$ cat src/rtl/ann_layer_sequencer.sv
// Layer sequencer for the multi-layer ANN datapath: launches each layer in turn,
// snapshots the final activations and reduces them to a signed argmax result.
module ann_layer_sequencer #(
  parameter int NUM_LAYERS     = 2,
  parameter int DATAWIDTH      = 11,
  parameter int OUT_ROWS       = 10,
  parameter int TIMEOUT_CYCLES = 4096,
  localparam int IDX_W         = (OUT_ROWS > 1) ? $clog2(OUT_ROWS) : 1
) (
  input  logic                          clk,
  input  logic                          rst_overall_n,
  input  logic                          start,
  input  logic                          abort,
  input  logic [NUM_LAYERS-1:0]         layer_skip_mask,
  output logic [NUM_LAYERS-1:0]         layer_start,
  input  logic [NUM_LAYERS-1:0]         layer_done,
  input  logic [OUT_ROWS*DATAWIDTH-1:0] final_vec,
  output logic                          busy,
  output logic                          result_valid,
  input  logic                          result_ready,
  output logic [IDX_W-1:0]              pred_index,
  output logic [OUT_ROWS-1:0]           pred_onehot,
  output logic [DATAWIDTH-1:0]          pred_value,
  output logic [DATAWIDTH:0]            pred_margin,
  output logic                          timeout_err
);

  localparam int CUR_W   = $clog2(NUM_LAYERS + 1);
  localparam int WD_W    = (TIMEOUT_CYCLES > 1) ? $clog2(TIMEOUT_CYCLES) : 1;
  localparam int WD_LAST = (TIMEOUT_CYCLES > 0) ? TIMEOUT_CYCLES - 1 : 0;

  localparam logic [CUR_W-1:0]            CUR_END  = CUR_W'(NUM_LAYERS);
  localparam logic [IDX_W-1:0]            K_LAST   = IDX_W'(OUT_ROWS - 1);
  localparam logic [WD_W-1:0]             WD_END   = WD_W'(WD_LAST);
  localparam logic signed [DATAWIDTH-1:0] MOST_NEG = {1'b1, {(DATAWIDTH-1){1'b0}}};

  typedef enum logic [2:0] {
    S_IDLE,
    S_LAUNCH,
    S_WAIT,
    S_SCAN,
    S_RESULT
  } state_t;

  state_t state, state_nxt;

  logic [CUR_W-1:0]            cur;
  logic [NUM_LAYERS-1:0]       skip_q;
  logic [WD_W-1:0]             wdog;
  logic [IDX_W-1:0]            k;
  logic [IDX_W-1:0]            idx_q;
  logic signed [DATAWIDTH-1:0] max_val;
  logic signed [DATAWIDTH-1:0] sec_val;
  logic signed [DATAWIDTH-1:0] snap [OUT_ROWS];

  logic [NUM_LAYERS-1:0]       cur_onehot;
  logic                        skip_hit;
  logic                        done_hit;
  logic                        cur_end;
  logic                        wd_expire;

  logic signed [DATAWIDTH-1:0] elem;
  logic                        gt_max;
  logic                        gt_sec;
  logic signed [DATAWIDTH-1:0] nxt_max;
  logic signed [DATAWIDTH-1:0] nxt_sec;
  logic [IDX_W-1:0]            nxt_idx;

  // Margin is formed one bit wider so max-minus-second never overflows;
  // a single-element vector has no runner-up, so its margin is defined as 0.
  function automatic logic [DATAWIDTH:0] margin_calc(
    input logic signed [DATAWIDTH-1:0] hi,
    input logic signed [DATAWIDTH-1:0] lo
  );
    logic [DATAWIDTH:0] diff;
    diff = {hi[DATAWIDTH-1], hi} - {lo[DATAWIDTH-1], lo};
    if (OUT_ROWS == 1) diff = '0;
    return diff;
  endfunction

  // cur_onehot is all-zero once cur reaches NUM_LAYERS, so no out-of-range select
  assign cur_onehot = NUM_LAYERS'(1) << cur;
  assign skip_hit   = |(cur_onehot & skip_q);
  assign done_hit   = |(cur_onehot & layer_done);
  assign cur_end    = (cur == CUR_END);
  assign wd_expire  = (TIMEOUT_CYCLES != 0) && (wdog == WD_END);

  // ---- argmax compare stage: one snapshot element per SCAN cycle ----
  always_comb begin
    elem    = snap[k];
    gt_max  = (elem > max_val);
    gt_sec  = (elem > sec_val);
    nxt_max = max_val;
    nxt_sec = sec_val;
    nxt_idx = idx_q;
    if (gt_max) begin
      nxt_max = elem;
      nxt_sec = max_val;
      nxt_idx = k;
    end else if (gt_sec) begin
      nxt_sec = elem;
    end
  end

  always_comb begin
    state_nxt    = state;
    layer_start  = '0;
    busy         = (state != S_IDLE);
    result_valid = (state == S_RESULT);
    case (state)
      S_IDLE: begin
        if (start) state_nxt = S_LAUNCH;
      end
      S_LAUNCH: begin
        if (abort) begin
          state_nxt = S_IDLE;
        end else if (cur_end) begin
          state_nxt = S_SCAN;
        end else if (!skip_hit) begin
          layer_start = cur_onehot;
          state_nxt   = S_WAIT;
        end
      end
      S_WAIT: begin
        if (abort)          state_nxt = S_IDLE;
        else if (done_hit)  state_nxt = S_LAUNCH;
        else if (wd_expire) state_nxt = S_RESULT;
      end
      S_SCAN: begin
        if (abort)            state_nxt = S_IDLE;
        else if (k == K_LAST) state_nxt = S_RESULT;
      end
      S_RESULT: begin
        if (abort || result_ready) state_nxt = S_IDLE;
      end
      default: state_nxt = S_IDLE;
    endcase
  end

  always_ff @(posedge clk or negedge rst_overall_n) begin
    if (!rst_overall_n) begin
      state       <= S_IDLE;
      cur         <= '0;
      skip_q      <= '0;
      wdog        <= '0;
      k           <= '0;
      idx_q       <= '0;
      max_val     <= '0;
      sec_val     <= '0;
      pred_index  <= '0;
      pred_onehot <= '0;
      pred_value  <= '0;
      pred_margin <= '0;
      timeout_err <= 1'b0;
      for (int i = 0; i < OUT_ROWS; i++) snap[i] <= '0;
    end else begin
      state <= state_nxt;
      case (state)
        S_IDLE: begin
          if (start) begin
            skip_q      <= layer_skip_mask;
            cur         <= '0;
            timeout_err <= 1'b0;
          end
        end
        S_LAUNCH: begin
          if (!abort) begin
            if (cur_end) begin
              // ---- snapshot stage: freeze the final activations ----
              for (int i = 0; i < OUT_ROWS; i++)
                snap[i] <= final_vec[i*DATAWIDTH +: DATAWIDTH];
              k       <= '0;
              idx_q   <= '0;
              max_val <= MOST_NEG;
              sec_val <= MOST_NEG;
            end else if (skip_hit) begin
              cur <= cur + 1'b1;
            end else begin
              wdog <= '0;
            end
          end
        end
        S_WAIT: begin
          if (!abort) begin
            if (done_hit) begin
              cur <= cur + 1'b1;
            end else begin
              wdog <= wdog + 1'b1;
              if (wd_expire) begin
                timeout_err <= 1'b1;
                pred_index  <= '0;
                pred_onehot <= '0;
                pred_value  <= '0;
                pred_margin <= '0;
              end
            end
          end
        end
        S_SCAN: begin
          if (!abort) begin
            max_val <= nxt_max;
            sec_val <= nxt_sec;
            idx_q   <= nxt_idx;
            k       <= k + 1'b1;
            // ---- result stage: publish on the last element ----
            if (k == K_LAST) begin
              pred_value  <= nxt_max;
              pred_index  <= nxt_idx;
              pred_onehot <= OUT_ROWS'(1) << nxt_idx;
              pred_margin <= margin_calc(nxt_max, nxt_sec);
            end
          end
        end
        default: ;
      endcase
    end
  end

endmodule
$ cat config.mk
export PLATFORM = sky130hd
export DESIGN_NAME = ann_layer_sequencer
export DESIGN_NICKNAME = d
export VERILOG_FILES = /design/src/rtl/ann_layer_sequencer.sv
export SDC_FILE = /design/constraint.sdc
export NUM_CORES = 1
export LEC_CHECK = 0
export BUFFER_PORTS_ARGS = -buffer_cell sky130_fd_sc_hd__buf_4
export CORE_ASPECT_RATIO = 0.75
export CORE_UTILIZATION = 52
export DETAILED_ROUTE_END_ITERATION = 10
export HOLD_SLACK_MARGIN = 0.12
export PLACE_DENSITY = 0.75
export SYNTH_ARGS = -nofsm -noshare
export SYNTH_HDL_FRONTEND = slang
export SYNTH_SLANG_ARGS = --single-unit
$ cat constraint.sdc
create_clock -name clk -period 5.3 [get_ports clk]
set_input_delay 0.795 -clock clk [delete_from_list [all_inputs] [get_ports clk]]
set_output_delay 0.795 -clock clk [all_outputs]
set_load 0.02 [all_outputs]
==> flow_summary.ini, run 1 <==
[placement]
placed_cell_area_um2 = 11800
gp_congestion = 0.908
place_ws_ns = 0.173
dp.cells = 1482
dp_hpwl_um = 18600
port-buffer-count = 160

[floorplan]
placeableCoreArea_um2 = 19300
die_area_um2 = 20300
die_width_um = 164
start_util_pct = 53.1
die_h_um = 124
placementRows = 44
io-pin-count = 161

[worst_setup_path]
slowest_delay_ns = 0.51
path_cells = buf_12 > mux4_2 > mux2i_1 > o22ai_1 > ha_1 > and3_1 > a221oi_2 > a21oi_2 > nor4b_4 > buf_4 > nor2_1 > o221a_2 > ha_1 > nor2b_1 > o21ai_0 > a21oi_1 > o41ai_2 > o21bai_1 > xnor2_1 > o21ai_0
setup.worst_path.class = flip-flop to flip-flop
startpoint_type = flip-flop
startpoint = k[0]
setup.worst_path.end_class = flip-flop
worstPathArrival_ns = 5.38
cpMaxStageDelayCell = mux4_2
critPathMaxFanout = 13
required_ns = 5.60
reg2reg_from = k[0]

[yosys]
synth-edff-count = 0
synth_area_leaders = dfrtp_1 48%, nand2_1 14%, ha_1 4.8%
syn_avg_cell_area_um2 = 9.37
synth_compound_area_share_pct = 10.8
ys_seq_elements = 197
synth_top_family_by_area = simple AND/OR/NAND/NOR gates
yosys-mux-area-fraction_pct = 10.0
yosysTopAreaCell = dfrtp_1
synth_cell_types = 63
synth_cells = 1096
synth_fp_nets = 1255
netlist_top_cells_count = 380 x nand2_1, 197 x dfrtp_1, 46 x nor2_1
yosysMostFrequentCell = nand2_1
ys.flop_type = dfrtp_1
synth-seq-area-share_pct = 48.0
synthXorXnorAreaFrac_pct = 1.02
yosys.area_share.adder_pct = 4.95
async_flop_share_pct = 100
netlist_area_um2 = 10300
synthSimpleGateAreaFrac_pct = 21.5
synth_top_area_share_pct = 48.0
ys.warnings.count = 0

[clock_tree]
cts_root_buf = clkbuf_16
cts_max_level = 4
tritoncts = built
clock-sinks = 197
clk_latency_ns = 0.45
path_clk_slew_ns = 0.08
numCtsBuffers = 17
clock_path_buffers = 2
holdBufCountCts = 0

[pwr]
power.total_mw = 9.47
p_sw_share_pct = 44.7
p_switching_mw = 4.23
combPwrFrac_pct = 61.7
p_leak_nw = 6.35
ir_drop_v = 0.000514
p_seq_share_pct = 24.9
clockPowerShare_pct = 13.4
power_density_nw_per_um2 = 759
intPower_mw = 5.24

[timing]
finalWorstPathRequiredPeriod_ns = 5.08
relSlewSlack_pct = 23.1
finalClockSkew_ns = 0.0193
tns_ns = 0
fin_crit_sh_pct = 95.9
tightestPinTransition_ns = 1.15
worst_slack_ns = 0.216
setup_violations = 0
hold_viol = 0
hold_slack_ns = 0.380
drv_slew = 0
fmax_mhz = 197

[grt]
gr-usage-all-layers_pct = 27.0
grt_util_met1_pct = 40.7
grt_pass1_wl_um = 41900
grt_overflow_total = 0
grtUsageMet2_pct = 40.1
use_met3_pct = 4.60
antenna_found_initial = 0
grt_pass1_vias = 7983
busiest_layer = met1
grt_max_degree = 112

[layout]
nets = 1411
postLayoutCoreUtil_pct = 64.6
n_fill_cell = 1609
final-seq-area_um2 = 4930
diodes = 0
area_delta_synth_final_pct = 21.5
multiInputGateArea_um2 = 5000
stdcell_area_um2 = 12500
layout-drive-gt1-share_pct = 22.1
final_cells = 1518

[routing]
drt_pass1_iterations = 5
via_per_inst = 5.62
wirelength_um = 26300
drtIter0Drc = 813
routedWlPerCell_um = 17.3
detail-route-antenna-nets = 0
vias = 8537
drc = 0

[run_status]
status = finished, final reports clean

[run]
drv_cap = 0

[hold_path]
hold_path.class = primary input to asynchronous set/reset pin
cell families after synthesis:
logic type | count (synthesis)
XOR/XNOR | 12
flip-flops | 197
AO/OA/AOI/OAI | 160
AND/OR/NAND/NOR | 518
adder cells (fa/ha/maj) | 40
multiplexers | 75
buffers and inverters | 94
worst max-delay path, delay by kind of cell (launching register included):
kind	cells	cell delay, ns
DFF	1	0.41
adders and majority gates	2	0.61
and+or+nand+nor	4	0.82
muxes	2	0.73
buffers and inverters	2	0.38
xor gates and xnor gates	1	0.15
AOI/OAI and AO/OA	9	1.83
power groups by stage:
| stage | Clock [mW] | Sequential (mW) | Combinational [mW] |
|---|---|---|---|
| after floorplan | 0 | 2.21 | 4.11 |
| after global placement | 0 | 2.36 | 5.34 |
| after detailed placement | 0 | 2.36 | 5.53 |
| after CTS | 1.29 | 2.34 | 5.59 |
| after global routing | 1.34 | 2.41 | 6.42 |
| final | 1.27 | 2.36 | 5.84 |
cells in the final DEF (no fill, tap or decap), types with 8 or more instances in the layout:
master,instances
nand2_1,379
dfrtp_1,196
buf_4,187
nor2_1,46
mux2i_1,41
ha_1,39
inv_1,34
o21ai_0,30
a21oi_1,27
a22o_1,27
mux4_2,20
clkbuf_16,17
nand3_1,15
and2_1,13
o21ai_1,13
o22ai_1,11
nand4_1,10
nand2b_1,10
nor3_1,10
a221o_1,10
mux2_2,8
area by class of cell:
class	count	share of cell area, %
multi-input combinational	806	40.1
sequential	197	39.5
timing repair buffer	195	12.2
clock buffer	17	3.41
tap	253	2.54
clock inverter	15	1.26
inverter	35	1.05
per-layer routing:
| layer | routed length [µm] | share of wire [%] |
|---|---|---|
| met1 | 12600 | 48 |
| met2 | 11600 | 44 |
| met3 | 1740 | 6.6 |
| met4 | 387 | 1.5 |
| met5 | 0 | 0 |
state kept, by name, indices dropped and copies added (netlist names), 3 cells and up:
register and cells:
pred_onehot 10, pred_margin 12, wdog 12, max_val 11, snap 110, sec_val 11
state 3, pred_value 11, idx_q 4, pred_index 4, k 4
path summary, 6_finish.rpt:
kind                                        to  slack [ns]  cells after the start
worst max-delay path            pred_margin[9]        0.22                     20
worst min-delay path                   wdog[6]        0.38                      1
worst max register to register  pred_margin[9]        0.22                     20
worst min register to register         snap[6]        0.48                      2
max in group asynchronous                 k[0]        3.84                      2
min in group clk                       snap[6]        0.48                      2
repair_timing:
item,CTS,global route
setup buffers,0,2
gates resized for setup,0,10
endpoints found under the setup margin,0,5
Note: power is estimated with default switching activity, not from simulation.
==> run 2, diff against run 1 <==
Settings changed: CELL_PAD_IN_SITES_DETAIL_PLACEMENT set to 0, CELL_PAD_IN_SITES_GLOBAL_PLACEMENT set to 1, CORE_UTILIZATION 52 to 40.
==> flow_summary.ini, run 2 (synthesis gave the netlist of run 1 again) <==
[run_status]
status = finished, final reports clean

[timing]
worst_slack_ns = 0.229
relSlewSlack_pct = 25.7
fin_crit_sh_pct = 95.7
finalWorstPathRequiredPeriod_ns = 5.07
finalClockSkew_ns = 0.0142
fmax_mhz = 197
setup_violations = 0
tns_ns = 0
hold_viol = 0
drv_slew = 0
tightestPinTransition_ns = 1.11

[pwr]
p_switching_mw = 4.31
intPower_mw = 5.55
p_seq_share_pct = 23.8
combPwrFrac_pct = 62.6
p_leak_nw = 6.44
ir_drop_v = 0.000474
p_sw_share_pct = 43.7
power_density_nw_per_um2 = 771
clockPowerShare_pct = 13.6
power.total_mw = 9.86

[layout]
top_register = snap
diodes = 0
top_regs = snap: 110 flops, pred_margin: 12 flops, wdog: 12 flops
postLayoutCoreUtil_pct = 51.0
n_fill_cell = 2355
nets = 1429
area_delta_synth_final_pct = 24.6
largest_reg_flops = 110
layout-drive-gt1-share_pct = 23.9
mostFrequentLayoutCells = 379 x nand2_1, 207 x buf_4, 196 x dfrtp_1
final_common_cell = nand2_1

[clock_tree]
path_clk_slew_ns = 0.08
tritoncts = built
cts_max_level = 4
clock-sinks = 197
numCtsBuffers = 17
clock_path_buffers = 2
clk_latency_ns = 0.44
cts_root_buf = clkbuf_16
holdBufCountCts = 0

[routing]
routedWlPerCell_um = 17.4
vias = 8290
via_per_inst = 5.11
detail-route-antenna-nets = 0
drtIter0Drc = 716
drc = 0
drt_pass1_iterations = 5
wirelength_um = 28200

[grt]
gr-usage-all-layers_pct = 21.9
grtUsageMet2_pct = 30.0
use_met3_pct = 3.58
grt_pass1_wl_um = 45100
grt_util_met1_pct = 35.6
antenna_found_initial = 0
grt_pass1_vias = 8151
grt_overflow_total = 0
busiest_layer = met1
grt_max_degree = 129

[floorplan]
placementRows = 50
placeableCoreArea_um2 = 25100
die_width_um = 187
die_area_um2 = 26300
die_h_um = 141
io-pin-count = 161
start_util_pct = 40.9

[placement]
gp_congestion = 0.864
port-buffer-count = 160
place_ws_ns = 0.128
dp_hpwl_um = 20300

[worst_setup_path]
critPathMaxFanout = 8
required_ns = 5.63
setup.worst_path.end_class = flip-flop
startpoint_type = flip-flop
setup.worst_path.class = flip-flop to flip-flop
startpoint = k[0]
reg2reg_from = k[0]
worstPathArrival_ns = 5.41

[hold_path]
hp-start = snap[82]
hold_path.class = flip-flop to flip-flop

[run]
drv_cap = 0
-- run 2: changes by cell type in the layout (fill, tap and decap cells not counted), moves of 3 or more --
cell,change
o22ai_2,+4
o22ai_1,-4
mux2i_1,-3
buf_4,+20
inv_6,-3
-- run 2: worst max-delay path, stage by stage, from the launching register on --
cell	delay, ns
dfrtp_2	0.41
buf_12	0.15
buf_6	0.16
mux4_2	0.50
mux2i_1	0.22
o22ai_2	0.19
ha_1	0.34
nand4_1	0.18
nor3_2	0.25
o21ai_0	0.11
a31oi_1	0.21
buf_4	0.18
nand2_1	0.05
o21ai_0	0.11
o21ai_0	0.15
ha_1	0.24
fa_1	0.41
nor2b_1	0.14
o21ai_1	0.08
a21boi_1	0.21
o211ai_1	0.16
a21boi_1	0.16
o21ai_0	0.10
a32o_1	0.26
-- run 2: final cells by class --
type | instances | area [µm²] | share of cell area, %
Clock buffer | 18 | 439 | 3.43
Clock inverter | 14 | 169 | 1.32
Sequential cell | 197 | 4930 | 38.5
Inverter | 35 | 135 | 1.06
Tap cell | 338 | 423 | 3.30
Timing Repair Buffer | 213 | 1650 | 12.9
Multi-Input combinational cell | 806 | 5050 | 39.5
-- run 2: routing by layer --
layer	routed length [µm]	up-vias	share of wire (%)
li1	-	4084	-
met1	15100	3964	53
met2	11400	229	40
met3	1600	13	5.7
met4	192	0	0.68
met5	0	-	0
-- run 2: worst paths after layout --
path                            cells after the start              to  slack (ns)
min in group asynchronous                           1         wdog[9]        0.50
worst max register to register                     23  pred_margin[8]        0.23
worst min-delay path                                2        snap[82]        0.48
worst min register to register                      2        snap[82]        0.48
max in group asynchronous                           2        state[2]        3.57
worst max-delay path                               23  pred_margin[8]        0.23
-- run 2: what timing repair did --
action	CTS	global route
buffers inserted	0	16
gates resized for setup	0	21
endpoints found under the setup margin	0	6
-- run 2: per-stage QoR --
step	std cells	cell area, µm²	hold WS (ns)
floorplan	1096	10300	0.440
global placement	1571	11900	0.457
detailed placement	1571	11900	0.461
CTS	1603	12500	0.478
global route	1621	12800	0.495
finish	1621	12800	0.475
-- run 2: power by group through the flow --
stage / clock network (mW) / registers [mW] / logic, mW
after floorplan: 0 / 2.21 / 4.11
after global placement: 0 / 2.36 / 5.64
after detailed placement: 0 / 2.36 / 5.71
after CTS: 1.37 / 2.34 / 5.74
after global routing: 1.43 / 2.41 / 6.80
final: 1.34 / 2.35 / 6.17
==> run 3, diff against run 2 <==
==> constraint.sdc (replaced) <==
create_clock -name clk -period 5.3 [get_ports clk]
set_input_delay 1.325 -clock clk [delete_from_list [all_inputs] [get_ports clk]]
set_output_delay 1.325 -clock clk [all_outputs]
set_load 0.02 [all_outputs]
==> flow_summary.ini, run 3 (synthesis gave the netlist of run 1 again) <==
[worst_setup_path]
worstRegToRegCells = 22
slowest_delay_ns = 0.51
path_cells = clkbuf_16 > mux4_2 > mux2i_2 > o22ai_2 > ha_1 > and3_1 > a221oi_2 > a21oi_2 > nor4b_4 > nor3_4 > buf_12 > mux2i_1 > ha_1 > fa_1 > nor2b_1 > o21ai_1 > a21boi_1 > o211ai_1 > buf_4 > a21oi_1 > mux2i_1 > nand2_1
startpoint_type = flip-flop
reg2reg_from = k[0]
setup.worst_path.end_class = flip-flop
critPathMaxFanout = 27
worstPathArrival_ns = 5.44
setup.worst_path.class = flip-flop to flip-flop
startpoint = k[0]
cpMaxStageDelayCell = mux4_2
worst_path_dominant_cell_family = compound AO/OA/AOI/OAI gates
crit_buf_inv = 3
r2r_end = pred_margin[10]
r2r_slack_ns = 0.19
required_ns = 5.63

[floorplan]
io-pin-count = 161
die_area_um2 = 26300
start_util_pct = 40.9
die_h_um = 141
die_width_um = 187
placementRows = 50
placeableCoreArea_um2 = 25100

[layout]
mostFrequentLayoutCells = 379 x nand2_1, 201 x buf_4, 196 x dfrtp_1
final_common_cell = nand2_1
area_delta_synth_final_pct = 24.3
diodes = 0
top_register = snap
largest_reg_flops = 110
nets = 1423
top_regs = snap: 110 flops, pred_margin: 12 flops, wdog: 12 flops
postLayoutCoreUtil_pct = 50.9
stdcell_area_um2 = 12800
final_cells = 1614
layout-drive-gt1-share_pct = 23.1

[clock_tree]
clk_latency_ns = 0.44
tritoncts = built
clock-sinks = 197
holdBufCountCts = 0
clock_path_buffers = 2
path_clk_slew_ns = 0.07
cts_root_buf = clkbuf_16
numCtsBuffers = 17
cts_max_level = 4

[placement]
placed_cell_area_um2 = 12000
place_ws_ns = 0.0853
dp_hpwl_um = 20200
port-buffer-count = 160
dp.cells = 1573
gp_congestion = 0.842

[grt]
grt_max_degree = 119
grt_overflow_total = 0
gr-usage-all-layers_pct = 22.1
grt_pass1_vias = 8064
antenna_found_initial = 0
grt_pass1_wl_um = 45300

[timing]
fin_crit_sh_pct = 96.4
relSlewSlack_pct = 22.6
finalWorstPathRequiredPeriod_ns = 5.11
worst_slack_ns = 0.193
hold_viol = 0
tightestPinTransition_ns = 1.16
drv_slew = 0
hold_slack_ns = 0.475
setup_violations = 0
fmax_mhz = 196
finalClockSkew_ns = 0.0145

[pwr]
p_switching_mw = 4.35
clockPowerShare_pct = 13.4
p_leak_nw = 6.43
power_density_nw_per_um2 = 777
intPower_mw = 5.57
p_sw_share_pct = 43.9
combPwrFrac_pct = 63.0
p_seq_share_pct = 23.7
ir_drop_v = 0.000536

[run_status]
status = finished, final reports clean

[routing]
wirelength_um = 28300
drt_pass1_iterations = 5
drtIter0Drc = 711
vias = 8318
routedWlPerCell_um = 17.5
drc = 0
detail-route-antenna-nets = 0
via_per_inst = 5.15

[hold_path]
hp-start = snap[94]
holdPathEnd = snap[94]
hold_path_depth = 2
hold_path.class = flip-flop to flip-flop

[run]
drv_cap = 0
==> run 3: changes by cell type in the layout (fill, tap and decap cells not counted), sizes merged <==
cell	delta
nor3	-1
buf	-5
clkinvlp	-2
clkbuf	+2
clkinv	-1
==> run 3: worst max-delay path by stage <==
stage | cells after the start | end | slack [ns]
after floorplan | 24 | pred_margin[8] | 0.02
after global placement | 21 | pred_margin[8] | 0.26
after detailed placement | 20 | pred_margin[8] | 0.09
after CTS | 22 | pred_margin[8] | 0.05
after global routing | 22 | pred_margin[10] | -0.06
final | 22 | pred_margin[10] | 0.19
==> run 3: through the flow <==
step                setup TNS (ns)  power, mW
CTS                              0       9.51
finish                           0       9.92
floorplan                        0       6.33
global placement                 0       8.04
detailed placement               0       8.14
global route                -0.116       10.7
==> run 3: power groups by stage <==
stage | Combinational (mW) | Clock [mW] | Sequential (mW)
after global routing | 6.86 | 1.41 | 2.41
after detailed placement | 5.78 | 0 | 2.36
after floorplan | 4.11 | 0 | 2.21
final | 6.25 | 1.32 | 2.35
after CTS | 5.83 | 1.35 | 2.33
after global placement | 5.69 | 0 | 2.36
==> run 3: worst min-delay path, stage by stage (launching register included) <==
cell and delay, ns:
dfrtp_1 0.35, nand2_1 0.05, nand2_1 0.05
==> run 3: routing by layer <==
metal	global-route usage (%)	part of all wire, %	up-vias
met5	0	0	-
met4	4.49	0.89	0
met3	4.03	5.1	17
met2	29.9	40	225
met1	36.1	54	4006
li1	-	-	4070
==> run 3: final cells by class <==
cell class / instances / area (µm²)
Multi-Input combinational cell: 805 / 5040
Timing Repair Buffer: 208 / 1650
Clock inverter: 11 / 140
Inverter: 35 / 131
Clock buffer: 20 / 447
Fill cell: 2355 / 12300
Sequential cell: 197 / 4930
Tap cell: 338 / 423
==> run 3: what timing repair did <==
item / 4_1_cts / 5_1_grt
setup buffers: 0 / 9
endpoints found under the setup margin: 0 / 6
resized for setup: 0 / 18
